## src/rtl/vga_overlay_pkg.sv

```systemverilog
// Purpose: shared glyph geometry, glyph codes and the rgb332 pixel type for the numeric overlay.
// Latency: n/a (declarations only).
// Backpressure: n/a.
package vga_overlay_pkg;

    localparam int GLYPH_W = 16;
    localparam int GLYPH_H = 16;

    // Font ROM glyph codes: 0-9 are the digits themselves.
    localparam logic [3:0] GLYPH_BLANK = 4'd10;
    localparam logic [3:0] GLYPH_DASH  = 4'd11;

    typedef struct packed {
        logic [2:0] r;
        logic [2:0] g;
        logic [1:0] b;
    } rgb332_t;

endpackage

```

## src/rtl/overlay_field_hit.sv

```systemverilog
// Purpose: hit test and glyph selection for one numeric field at the current pixel.
// Latency: purely combinational.
// Backpressure: none, evaluated every pixel.
// Ports: i_x/i_y/i_en/i_lz/i_bcd field shadow values, i_hcnt/i_vcnt counters;
//        o_hit pixel inside field, o_col/o_row position in glyph, o_glyph font code.
module overlay_field_hit #(
    parameter int DIGITS = 6
) (
    input  logic [9:0]          i_x,
    input  logic [9:0]          i_y,
    input  logic                i_en,
    input  logic                i_lz,
    input  logic [9:0]          i_hcnt,
    input  logic [9:0]          i_vcnt,
    input  logic [DIGITS*4-1:0] i_bcd,
    output logic                o_hit,
    output logic [3:0]          o_col,
    output logic [3:0]          o_row,
    output logic [3:0]          o_glyph
);
    import vga_overlay_pkg::*;

    // Bounds are compared in 11 bits so a field near column 1023 clips
    // instead of wrapping back onto the left edge of the screen.
    logic [10:0] w_x_end;
    logic [10:0] w_y_end;
    logic [9:0]  w_dx;
    logic [3:0]  w_nib;
    logic [3:0]  w_code;
    logic        w_lead;

    assign w_x_end = {1'b0, i_x} + 11'(DIGITS * GLYPH_W);
    assign w_y_end = {1'b0, i_y} + 11'(GLYPH_H);

    assign o_hit = i_en
                && ({1'b0, i_hcnt} >= {1'b0, i_x}) && ({1'b0, i_hcnt} < w_x_end)
                && ({1'b0, i_vcnt} >= {1'b0, i_y}) && ({1'b0, i_vcnt} < w_y_end);

    assign w_dx  = i_hcnt - i_x;
    assign o_col = w_dx[3:0];
    assign o_row = i_vcnt[3:0] - i_y[3:0];

    // w_lead stays set while every digit so far (from the left) is zero.
    always_comb begin
        w_lead  = 1'b1;
        w_nib   = 4'd0;
        w_code  = GLYPH_BLANK;
        o_glyph = GLYPH_BLANK;
        for (int d = 0; d < DIGITS; d++) begin
            w_nib = i_bcd[d*4 +: 4];
            if (w_nib > 4'd9)
                w_code = GLYPH_DASH;
            else if (i_lz && w_lead && (w_nib == 4'd0) && (d != DIGITS - 1))
                w_code = GLYPH_BLANK;
            else
                w_code = w_nib;
            if (w_nib != 4'd0)
                w_lead = 1'b0;
            if (w_dx[9:4] == 6'(d))
                o_glyph = w_code;
        end
    end

endmodule

```

## src/rtl/vga_numeric_overlay.sv

```systemverilog
// Purpose: draws N_FIELDS frame-buffered numeric readouts over the background pixel stream.
// Latency: 2 cycles from counters/bg to RGB and vidon_out; font_addr is combinational.
// Backpressure: none, one pixel per clock; the font ROM must answer exactly one cycle later.
// Ports: i_hcnt/i_vcnt/i_vidon/i_bg_rgb pixel stream in; i_frame_start latches i_bcd_in,
//        i_field_x/y, i_field_en, i_lz_blank into shadows; o_font_addr/i_font_data font ROM;
//        o_red/o_green/o_blue/o_vidon_out pixel stream out.
module vga_numeric_overlay #(
    parameter int         N_FIELDS = 2,
    parameter int         DIGITS   = 6,
    parameter logic [7:0] FG_RGB   = 8'hFF
) (
    input  logic                         i_clk,
    input  logic                         i_rst,
    input  logic                         i_vidon,
    input  logic [9:0]                   i_hcnt,
    input  logic [9:0]                   i_vcnt,
    input  logic                         i_frame_start,
    input  logic [N_FIELDS*DIGITS*4-1:0] i_bcd_in,
    input  logic [N_FIELDS*10-1:0]       i_field_x,
    input  logic [N_FIELDS*10-1:0]       i_field_y,
    input  logic [N_FIELDS-1:0]          i_field_en,
    input  logic [N_FIELDS-1:0]          i_lz_blank,
    input  logic [7:0]                   i_bg_rgb,
    output logic [7:0]                   o_font_addr,
    input  logic [15:0]                  i_font_data,
    output logic [2:0]                   o_red,
    output logic [2:0]                   o_green,
    output logic [1:0]                   o_blue,
    output logic                         o_vidon_out
);
    import vga_overlay_pkg::*;

    // Shadow copies: only these drive the drawing, so live inputs never tear a frame.
    logic [N_FIELDS*DIGITS*4-1:0] r_bcd;
    logic [N_FIELDS*10-1:0]       r_x;
    logic [N_FIELDS*10-1:0]       r_y;
    logic [N_FIELDS-1:0]          r_en;
    logic [N_FIELDS-1:0]          r_lz;

    always_ff @(posedge i_clk) begin
        if (i_rst) begin
            r_bcd <= '0;
            r_x   <= '0;
            r_y   <= '0;
            r_en  <= '0;
            r_lz  <= '0;
        end else if (i_frame_start) begin
            r_bcd <= i_bcd_in;
            r_x   <= i_field_x;
            r_y   <= i_field_y;
            r_en  <= i_field_en;
            r_lz  <= i_lz_blank;
        end
    end

    logic       w_hit   [N_FIELDS];
    logic [3:0] w_col   [N_FIELDS];
    logic [3:0] w_row   [N_FIELDS];
    logic [3:0] w_glyph [N_FIELDS];

    for (genvar f = 0; f < N_FIELDS; f++) begin : g_field
        overlay_field_hit #(.DIGITS(DIGITS)) u_hit (
            .i_x     (r_x[f*10 +: 10]),
            .i_y     (r_y[f*10 +: 10]),
            .i_en    (r_en[f]),
            .i_lz    (r_lz[f]),
            .i_hcnt  (i_hcnt),
            .i_vcnt  (i_vcnt),
            .i_bcd   (r_bcd[f*DIGITS*4 +: DIGITS*4]),
            .o_hit   (w_hit[f]),
            .o_col   (w_col[f]),
            .o_row   (w_row[f]),
            .o_glyph (w_glyph[f])
        );
    end

    // Scan from highest index down so the lowest hitting field is the last writer.
    logic       w_sel_hit;
    logic [3:0] w_sel_col;
    logic [3:0] w_sel_row;
    logic [3:0] w_sel_glyph;

    always_comb begin
        w_sel_hit   = 1'b0;
        w_sel_col   = 4'd0;
        w_sel_row   = 4'd0;
        w_sel_glyph = 4'd0;
        for (int f = N_FIELDS - 1; f >= 0; f--) begin
            if (w_hit[f]) begin
                w_sel_hit   = 1'b1;
                w_sel_col   = w_col[f];
                w_sel_row   = w_row[f];
                w_sel_glyph = w_glyph[f];
            end
        end
    end

    assign o_font_addr = w_sel_hit ? {w_sel_glyph, w_sel_row} : 8'h00;

    // Stage 1 waits alongside the ROM read; stage 2 merges glyph bit with background.
    logic       r_hit;
    logic [3:0] r_col;
    rgb332_t    r_bg;
    logic       r_vid;
    rgb332_t    r_rgb;
    logic       r_vid_out;

    always_ff @(posedge i_clk) begin
        if (i_rst) begin
            r_hit     <= 1'b0;
            r_col     <= 4'd0;
            r_bg      <= '0;
            r_vid     <= 1'b0;
            r_rgb     <= '0;
            r_vid_out <= 1'b0;
        end else begin
            r_hit     <= w_sel_hit;
            r_col     <= w_sel_col;
            r_bg      <= rgb332_t'(i_bg_rgb);
            r_vid     <= i_vidon;
            r_vid_out <= r_vid;
            if (!r_vid)
                r_rgb <= '0;
            else if (r_hit && i_font_data[4'd15 - r_col])
                r_rgb <= rgb332_t'(FG_RGB);
            else
                r_rgb <= r_bg;
        end
    end

    assign o_red       = r_rgb.r;
    assign o_green     = r_rgb.g;
    assign o_blue      = r_rgb.b;
    assign o_vidon_out = r_vid_out;

endmodule

```

## config.mk

```make
export PLATFORM = sky130hd
export DESIGN_NAME = vga_numeric_overlay
export DESIGN_NICKNAME = d
export VERILOG_FILES = /design/src/rtl/vga_overlay_pkg.sv /design/src/rtl/overlay_field_hit.sv /design/src/rtl/vga_numeric_overlay.sv
export SDC_FILE = /design/constraint.sdc
export NUM_CORES = 1
export LEC_CHECK = 0
export ABC_AREA = 1
export BUFFER_PORTS_ARGS = -buffer_cell sky130_fd_sc_hd__buf_2
export CORE_MARGIN = 1.5
export CORE_UTILIZATION = 60
export CTS_CLUSTER_SIZE = 14
export DETAILED_ROUTE_END_ITERATION = 10
export PLACE_DENSITY = 0.86
export SLEW_MARGIN = 20
export SYNTH_ARGS = -nofsm -noshare
export SYNTH_HDL_FRONTEND = slang
export SYNTH_SLANG_ARGS = --single-unit
```

## constraint.sdc

```tcl
create_clock -name i_clk -period 5.6 [get_ports i_clk]
set_clock_uncertainty 0.05 [all_clocks]
set_input_delay 0 -clock i_clk [delete_from_list [all_inputs] [get_ports i_clk]]
set_output_delay 0 -clock i_clk [all_outputs]
set_load 0.01 [all_outputs]
```

==> results.py, run 1 <==
metrics = {
    "run_status": {
        "status": "finished clean",
    },
    "worst_hold_path": {
        "hp-class": "input pin to register",
        "worstHoldEndpoint": "r_bcd[41]$_SDFFE_PP0P_",
        "hp-start": "i_frame_start",
        "hold_depth": 3,
    },
    "setup_path": {
        "reg2regPathDepth": 14,
        "crit_required_ns": 5.55,
        "crit_buf_inv": 3,
        "path_depth": 14,
        "startpoint_type": "register",
        "cp-startpoint": "r_x[5]$_SDFFE_PP0P_",
        "slowest_stage": "dfxtp_1",
        "critPathMaxStageDelay_ns": 0.34,
        "critical_path_class": "register to primary output",
        "r2r_start": "r_x[5]$_SDFFE_PP0P_",
        "path_delay_family": "simple AND/OR/NAND/NOR gates",
        "reg2reg_to": "r_col[2]$_SDFF_PP0_",
        "end_kind": "primary output",
        "critical_path_arrival_ns": 3.24,
        "critical_path.cell_chain": "inv_1 > ha_1 > nor3_1 > xor2_1 > ha_1 > nand2_1 > nor2_1 > and3_1 > nor2_1 > nand3_2 > clkinv_1 > o21ai_0 > o21ai_1 > buf_2",
        "r2r_setup_slack_ns": 2.82,
        "crit_fanout": 9,
    },
    "sta": {
        "max_freq_ghz": 0.304,
        "tightestPinTransition_ns": 0.877,
        "fin_setup_tns_ns": 0,
        "rsz0062_at_grt": "false",
        "slew_headroom_pct": 41.5,
        "min_period_ns": 3.29,
        "finalSetupViolCount": 0,
        "timing.final.crit_share_pct": 58.8,
        "final_hold_viol_count": 0,
        "drv_slew": 0,
    },
    "logic_synthesis": {
        "async_flop_share_pct": 0,
        "syn_area_um2": 7630,
        "ys_ff_latch": 115,
        "syn-instance-count": 1131,
        "synth.distinct_cells": 47,
        "synth_edf_count": 0,
        "ys_seq_area_share_pct": 30.2,
        "synth_flop_cell": "dfxtp_1",
        "synth_nets": 1341,
        "yosys_warnings": 0,
        "syn_area_per_cell_um2": 6.75,
    },
    "finish": {
        "multi_input_area_um2": 4600,
        "syn2layout_area_growth_pct": 34.0,
        "nFillCells": 851,
        "drive_gt1_share_pct": 16.7,
        "final_common_cell": "nand2_1",
        "most-common-layout-cells": "nand2_1 (167), buf_2 (156), nor2_1 (151)",
        "seqCellArea_um2": 2300,
        "final_area_um2": 10200,
        "nNetsFinal": 1595,
    },
    "routing": {
        "drtPass1Iterations": 8,
        "drt-initial-drc-count": 783,
        "routed_wl_um": 24300,
        "ant_nets": 0,
        "wire_per_inst_um": 15.5,
        "post_drt_via_cell_ratio": 5.57,
        "num_vias": 8732,
        "drc": 0,
    },
    "floorplan": {
        "design.portCount": 157,
        "core_area_um2": 12500,
        "initial_core_util_pct": 61.0,
        "die-area_um2": 13400,
        "rows": 41,
        "die_h_um": 116,
        "fp.dieW_um": 116,
    },
    "grt": {
        "first_global_vias": 8494,
        "antenna_found_initial": 1,
        "grt_usage_pct": 37.3,
        "grt_max_degree": 98,
        "grt_overflow_total": 0,
        "grt_first_pass_wirelength_um": 38800,
    },
    "placement": {
        "io_buffers": 156,
        "place_hpwl_um": 15100,
        "routabilityCongestion": 0.972,
        "placed_cell_area_um2": 8510,
    },
    "clock_network": {
        "cts.reportedPaths.clkPinSlew_ns": 0.05,
        "cts.sink_count": 115,
        "cts_buffer_depth": 2,
        "cts_buffers": 17,
        "cts_resized": 0,
        "cts_tree": "done",
        "clkLatencyLatePin_ns": 0.43,
        "h-tree-depth": 4,
        "cts_root_buf": "clkbuf_16",
    },
    "power_and_ir_drop": {
        "ir_worst_vdd_uv": 378,
        "p_per_area_nw_per_um2": 263,
        "p_leak_nw": 4.97,
    },
    "flow_run": {
        "drv_cap": 0,
    },
}
==> logic make-up after synthesis <==
logic type | count (synthesis) | share of synthesized area (%)
buffers and inverters | 192 | 9.59
DFF | 115 | 30.2
and+or+nand+nor | 470 | 27.8
adders and majority gates | 70 | 11.9
xor gates and xnor gates | 20 | 2.39
AOI/OAI and AO/OA | 264 | 18.2
==> Yosys cell counts, drive strengths merged, types with 2 or more instances <==
library cell | instances | share of area [%]
a31oi | 2 | 0.16
o21bai | 2 | 0.20
o211ai | 5 | 0.49
nand2 | 180 | 9.4
a21oi | 110 | 7.3
ha | 66 | 11
nor4 | 7 | 0.57
buf | 4 | 0.34
o22ai | 6 | 0.49
nand3 | 69 | 5.1
fa | 4 | 1.0
nor2 | 161 | 8.5
xnor2 | 4 | 0.46
dfxtp | 115 | 30
o21a | 4 | 0.39
or2 | 4 | 0.33
clkbuf | 30 | 1.5
o21ai | 128 | 8.4
inv | 157 | 7.7
nand3b | 4 | 0.39
xor2 | 16 | 1.9
nand4 | 23 | 1.9
a21boi | 2 | 0.20
and3 | 2 | 0.16
nor3 | 19 | 1.4
==> worst reg2reg max path, stage by stage, from the launching register on <==
cell and delay [ns]:
dfxtp_1 0.34, inv_1 0.09, ha_1 0.23, nor3_1 0.26, xor2_1 0.19, ha_1 0.26, nand2_1 0.09, nor2_1 0.06
and3_1 0.14, nor2_1 0.16, nand3_2 0.24, nand2_2 0.30, nor2_1 0.07, nor2_1 0.13, nor2_1 0.06
==> layer usage <==
metal	part of all wire [%]	GRT usage [%]
met3	7.7	11.1
met5	0	0
met4	4.3	19.6
met2	49	64.9
met1	39	41.2
==> cell type report <==
type	instances	share of cell area, %
multi-input combinational	824	44.9
sequential	115	22.5
tap	172	2.10
clock buffer	21	4.70
inverter	158	5.82
clock inverter	9	1.26
timing repair buffer	269	18.6
antenna	1	0.0245
==> report_power, final <==
group	total (mW)	internal (mW)	leakage, nW	switching [mW]
Sequential	0.905	0.871	0.954	0.0336
Clock	1.13	0.738	0.297	0.390
Combinational	0.661	0.264	3.72	0.397
==> worst max-delay path by stage <==
stage,end,slack [ns]
finish,o_font_addr[7],2.31
global route,o_font_addr[7],2.13
CTS,o_font_addr[7],2.38
detailed placement,o_font_addr[7],2.87
global placement,o_font_addr[7],2.99
floorplan,r_col[2]$_SDFF_PP0_,3.32
==> state kept, by name, indices dropped and copies added, names as in the netlist <==
name         flops
r_lz             2
r_vid            1
r_en             2
r_y             20
o_red            3
o_vidon_out      1
r_hit            1
o_blue           2
r_x             20
r_bg             8
r_col            4
r_bcd           48
o_green          3
==> through the flow <==
step	worst slack [ns]	cells	hold slack (ns)	total power [mW]	utilization, %
finish	2.31	1569	0.122	2.69	81.7
global route	2.13	1569	0.137	2.81	81.7
CTS	2.38	1568	0.114	2.67	81.7
detailed placement	2.87	1427	0.163	1.49	68.0
global placement	2.99	1427	0.155	1.47	68.0
floorplan	3.32	1131	0.0191	1.32	-
==> repair_timing <==
item                      in CTS  in global routing
hold buffers                 111                  0
hold endpoints to repair     105                  0
setup buffers                  0                  0
Power figures use the tool's default switching activity.
==> run 2: changes to the inputs <==
--- a/config.mk
+++ b/config.mk
@@ -8,10 +8,10 @@
 export ABC_AREA = 1
 export BUFFER_PORTS_ARGS = -buffer_cell sky130_fd_sc_hd__buf_2
 export CORE_MARGIN = 1.5
-export CORE_UTILIZATION = 60
+export CORE_UTILIZATION = 51
 export CTS_CLUSTER_SIZE = 14
 export DETAILED_ROUTE_END_ITERATION = 10
-export PLACE_DENSITY = 0.86
+export PLACE_DENSITY = 0.78
 export SLEW_MARGIN = 20
 export SYNTH_ARGS = -nofsm -noshare
 export SYNTH_HDL_FRONTEND = slang
==> constraint.sdc (replaced) <==
create_clock -name i_clk -period 2.9 [get_ports i_clk]
set_clock_uncertainty 0.05 [all_clocks]
set_input_delay 0 -clock i_clk [delete_from_list [all_inputs] [get_ports i_clk]]
set_output_delay 0 -clock i_clk [all_outputs]
set_load 0.01 [all_outputs]
==> run 2 against run 1 <==
The flow now finishes with violations (setup timing). Die area is 17% higher. Global-route usage fell by 6.7 points. Hold slack got worse by 0.11 ns. Wire length increased by 1.2%. Register-to-register slack lost 2.7 ns. First-iteration DRC count is 3.6% higher. Power up 94%. Clock power grew 83%. Final area grew 5.9%. Final cell count rose by 2.4%. Via count down 0.15%. Critical path type unchanged.
==> results.py, run 2 (synthesis results as in run 1) <==
metrics = {
    "run_status": {
        "status": "complete, but fails checks",
        "violations": "setup timing",
    },
    "finish": {
        "most-common-layout-cells": "nand2_1 (160), buf_2 (155), inv_1 (143)",
        "multi_input_area_um2": 5000,
        "syn2layout_area_growth_pct": 42.0,
        "nNetsFinal": 1620,
        "final_common_cell": "nand2_1",
        "top_regs": "r_bcd: 48 flops, r_x: 20 flops, r_y: 20 flops",
        "fin_cells": 1607,
        "diodes": 0,
        "seqCellArea_um2": 2320,
        "finish.utilization_pct": 74.3,
        "largest-register": "r_bcd",
        "largest_reg_flops": 48,
        "nFillCells": 1091,
        "drive_gt1_share_pct": 23.5,
    },
    "power_and_ir_drop": {
        "p_comb_share_pct": 27.1,
        "p_seq_share_pct": 33.4,
        "p_total_mw": 5.24,
        "intPower_mw": 3.47,
        "p_leak_nw": 5.12,
        "p_per_area_nw_per_um2": 483,
        "ir_worst_vdd_uv": 423,
        "pwr-share-clk_pct": 39.5,
        "p_switching_mw": 1.77,
        "swShare_pct": 33.7,
    },
    "grt": {
        "global_route.usage.met1_pct": 38.3,
        "busiest_layer": "met2",
        "use_met3_pct": 5.35,
        "grt_overflow_total": 0,
        "grt_usage_pct": 30.7,
        "antenna_found_initial": 0,
        "grt_first_pass_wirelength_um": 39100,
        "grt_max_degree": 74,
        "first_global_vias": 8338,
        "grt_use_met2_pct": 52.7,
    },
    "routing": {
        "drt-initial-drc-count": 811,
        "routed_wl_um": 24600,
        "drc": 0,
        "drtPass1Iterations": 7,
        "wire_per_inst_um": 15.3,
        "ant_nets": 0,
        "num_vias": 8719,
        "post_drt_via_cell_ratio": 5.43,
    },
    "sta": {
        "tightestPinTransition_ns": 0.718,
        "timing.final.crit_share_pct": 103,
        "finalSetupViolCount": 8,
        "rsz0062_at_grt": "true",
        "drv_slew": 0,
        "slew_headroom_pct": 51.5,
        "min_period_ns": 3.00,
        "final_hold_viol_count": 0,
        "max_freq_ghz": 0.333,
        "fin_ws_ns": -0.0989,
        "fin_setup_tns_ns": -0.587,
    },
    "setup_path": {
        "critPathMaxStageDelay_ns": 0.39,
        "startpoint_type": "register",
        "path_delay_family": "simple AND/OR/NAND/NOR gates",
        "crit_buf_inv": 2,
        "crit_fanout": 6,
        "critical_path_class": "register to primary output",
        "crit_required_ns": 2.85,
        "path_depth": 14,
        "end_kind": "primary output",
        "critical_path_arrival_ns": 2.95,
        "slowest_stage": "dfxtp_2",
        "reg2regPathDepth": 15,
        "path_common_cell": "o21ai_1",
        "critical_path.cell_chain": "nand3_2 > nor3_2 > xor2_1 > ha_1 > o21ai_1 > nor2_1 > a21oi_1 > nand2_1 > nor2_2 > nand3_4 > clkinv_4 > o21ai_1 > o21ai_2 > buf_2",
    },
    "floorplan": {
        "die-area_um2": 15700,
        "core_area_um2": 14600,
        "fp.dieW_um": 125,
        "die_h_um": 125,
        "rows": 44,
        "design.portCount": 157,
        "initial_core_util_pct": 52.3,
    },
    "clock_network": {
        "cts.reportedPaths.clkPinSlew_ns": 0.06,
        "cts_tree": "done",
        "h-tree-depth": 4,
        "cts.sink_count": 115,
        "cts_buffer_depth": 2,
        "cts_buffers": 17,
        "clkLatencyLatePin_ns": 0.43,
        "cts_root_buf": "clkbuf_16",
    },
    "placement": {
        "place_hpwl_um": 15900,
        "place_ws_ns": 0.212,
        "routabilityCongestion": 0.956,
        "dpl.cell_count": 1444,
        "io_buffers": 156,
    },
    "flow_run": {
        "drv_cap": 0,
    },
    "worst_hold_path": {
        "hold_depth": 3,
        "hp-class": "input pin to register",
    },
}
==> run 2: layer usage <==
layer,part of all wire [%],vias up
li1,-,4318
met3,6.4,73
met1,43,3965
met2,48,363
met4,2.8,0
met5,0,-
==> run 2: cell type report <==
| cell class | count | share of cell area [%] |
|---|---|---|
| tap | 184 | 2.12 |
| clock inverter | 15 | 1.34 |
| inverter | 158 | 5.61 |
| multi-input combinational | 826 | 46.2 |
| sequential | 115 | 21.4 |
| timing repair buffer | 292 | 19.4 |
| clock buffer | 17 | 3.93 |
==> run 2: final timing paths <==
kind	start	endpoint	slack, ns
setup reg to reg	r_y[6]$_SDFFE_PP0P_	r_col[2]$_SDFF_PP0_	0.12
hold / removal	i_frame_start	r_bcd[24]$_SDFFE_PP0P_	0.01
setup / recovery	r_y[6]$_SDFFE_PP0P_	o_font_addr[5]	-0.1
hold reg to reg	r_bg[2]$_SDFF_PP0_	o_green[0]$_SDFF_PP0_	0.38
==> run 2: through the flow <==
| step | hold WS, ns | cell area [um^2] |
|---|---|---|
| after floorplan | 0.0191 | 7630 |
| after global placement | 0.152 | 8570 |
| after detailed placement | 0.161 | 8570 |
| after CTS | 0.0137 | 10400 |
| after global routing | 0.0674 | 10800 |
| final | 0.0143 | 10800 |
==> run 2: power groups by stage <==
stage / logic (mW) / registers (mW) / clock network, mW
after global placement: 1.09 / 1.77 / 0
after global routing: 1.57 / 1.76 / 2.15
after CTS: 1.28 / 1.74 / 2.07
final: 1.42 / 1.75 / 2.07
after floorplan: 0.799 / 1.76 / 0
after detailed placement: 1.11 / 1.77 / 0
==> run 2: timing repair <==
action,CTS,global route
setup endpoints to repair,8,9
hold endpoints to repair,105,0
gates resized for setup,34,76
pin swaps,9,33
setup buffers,5,13
cloned,1,1
hold buffers,111,0
==> run 2: worst register-to-register path, stage by stage (launching register included) <==
cell	delay [ns]
dfxtp_2	0.39
nand3_2	0.12
nor3_2	0.18
xor2_1	0.24
ha_1	0.27
o21ai_1	0.11
nor2_1	0.09
a21oi_1	0.13
nand2_1	0.09
nor2_2	0.15
nand3_4	0.16
buf_6	0.20
buf_4	0.14
nor3b_1	0.25
nor2_1	0.07
nor2_1	0.08
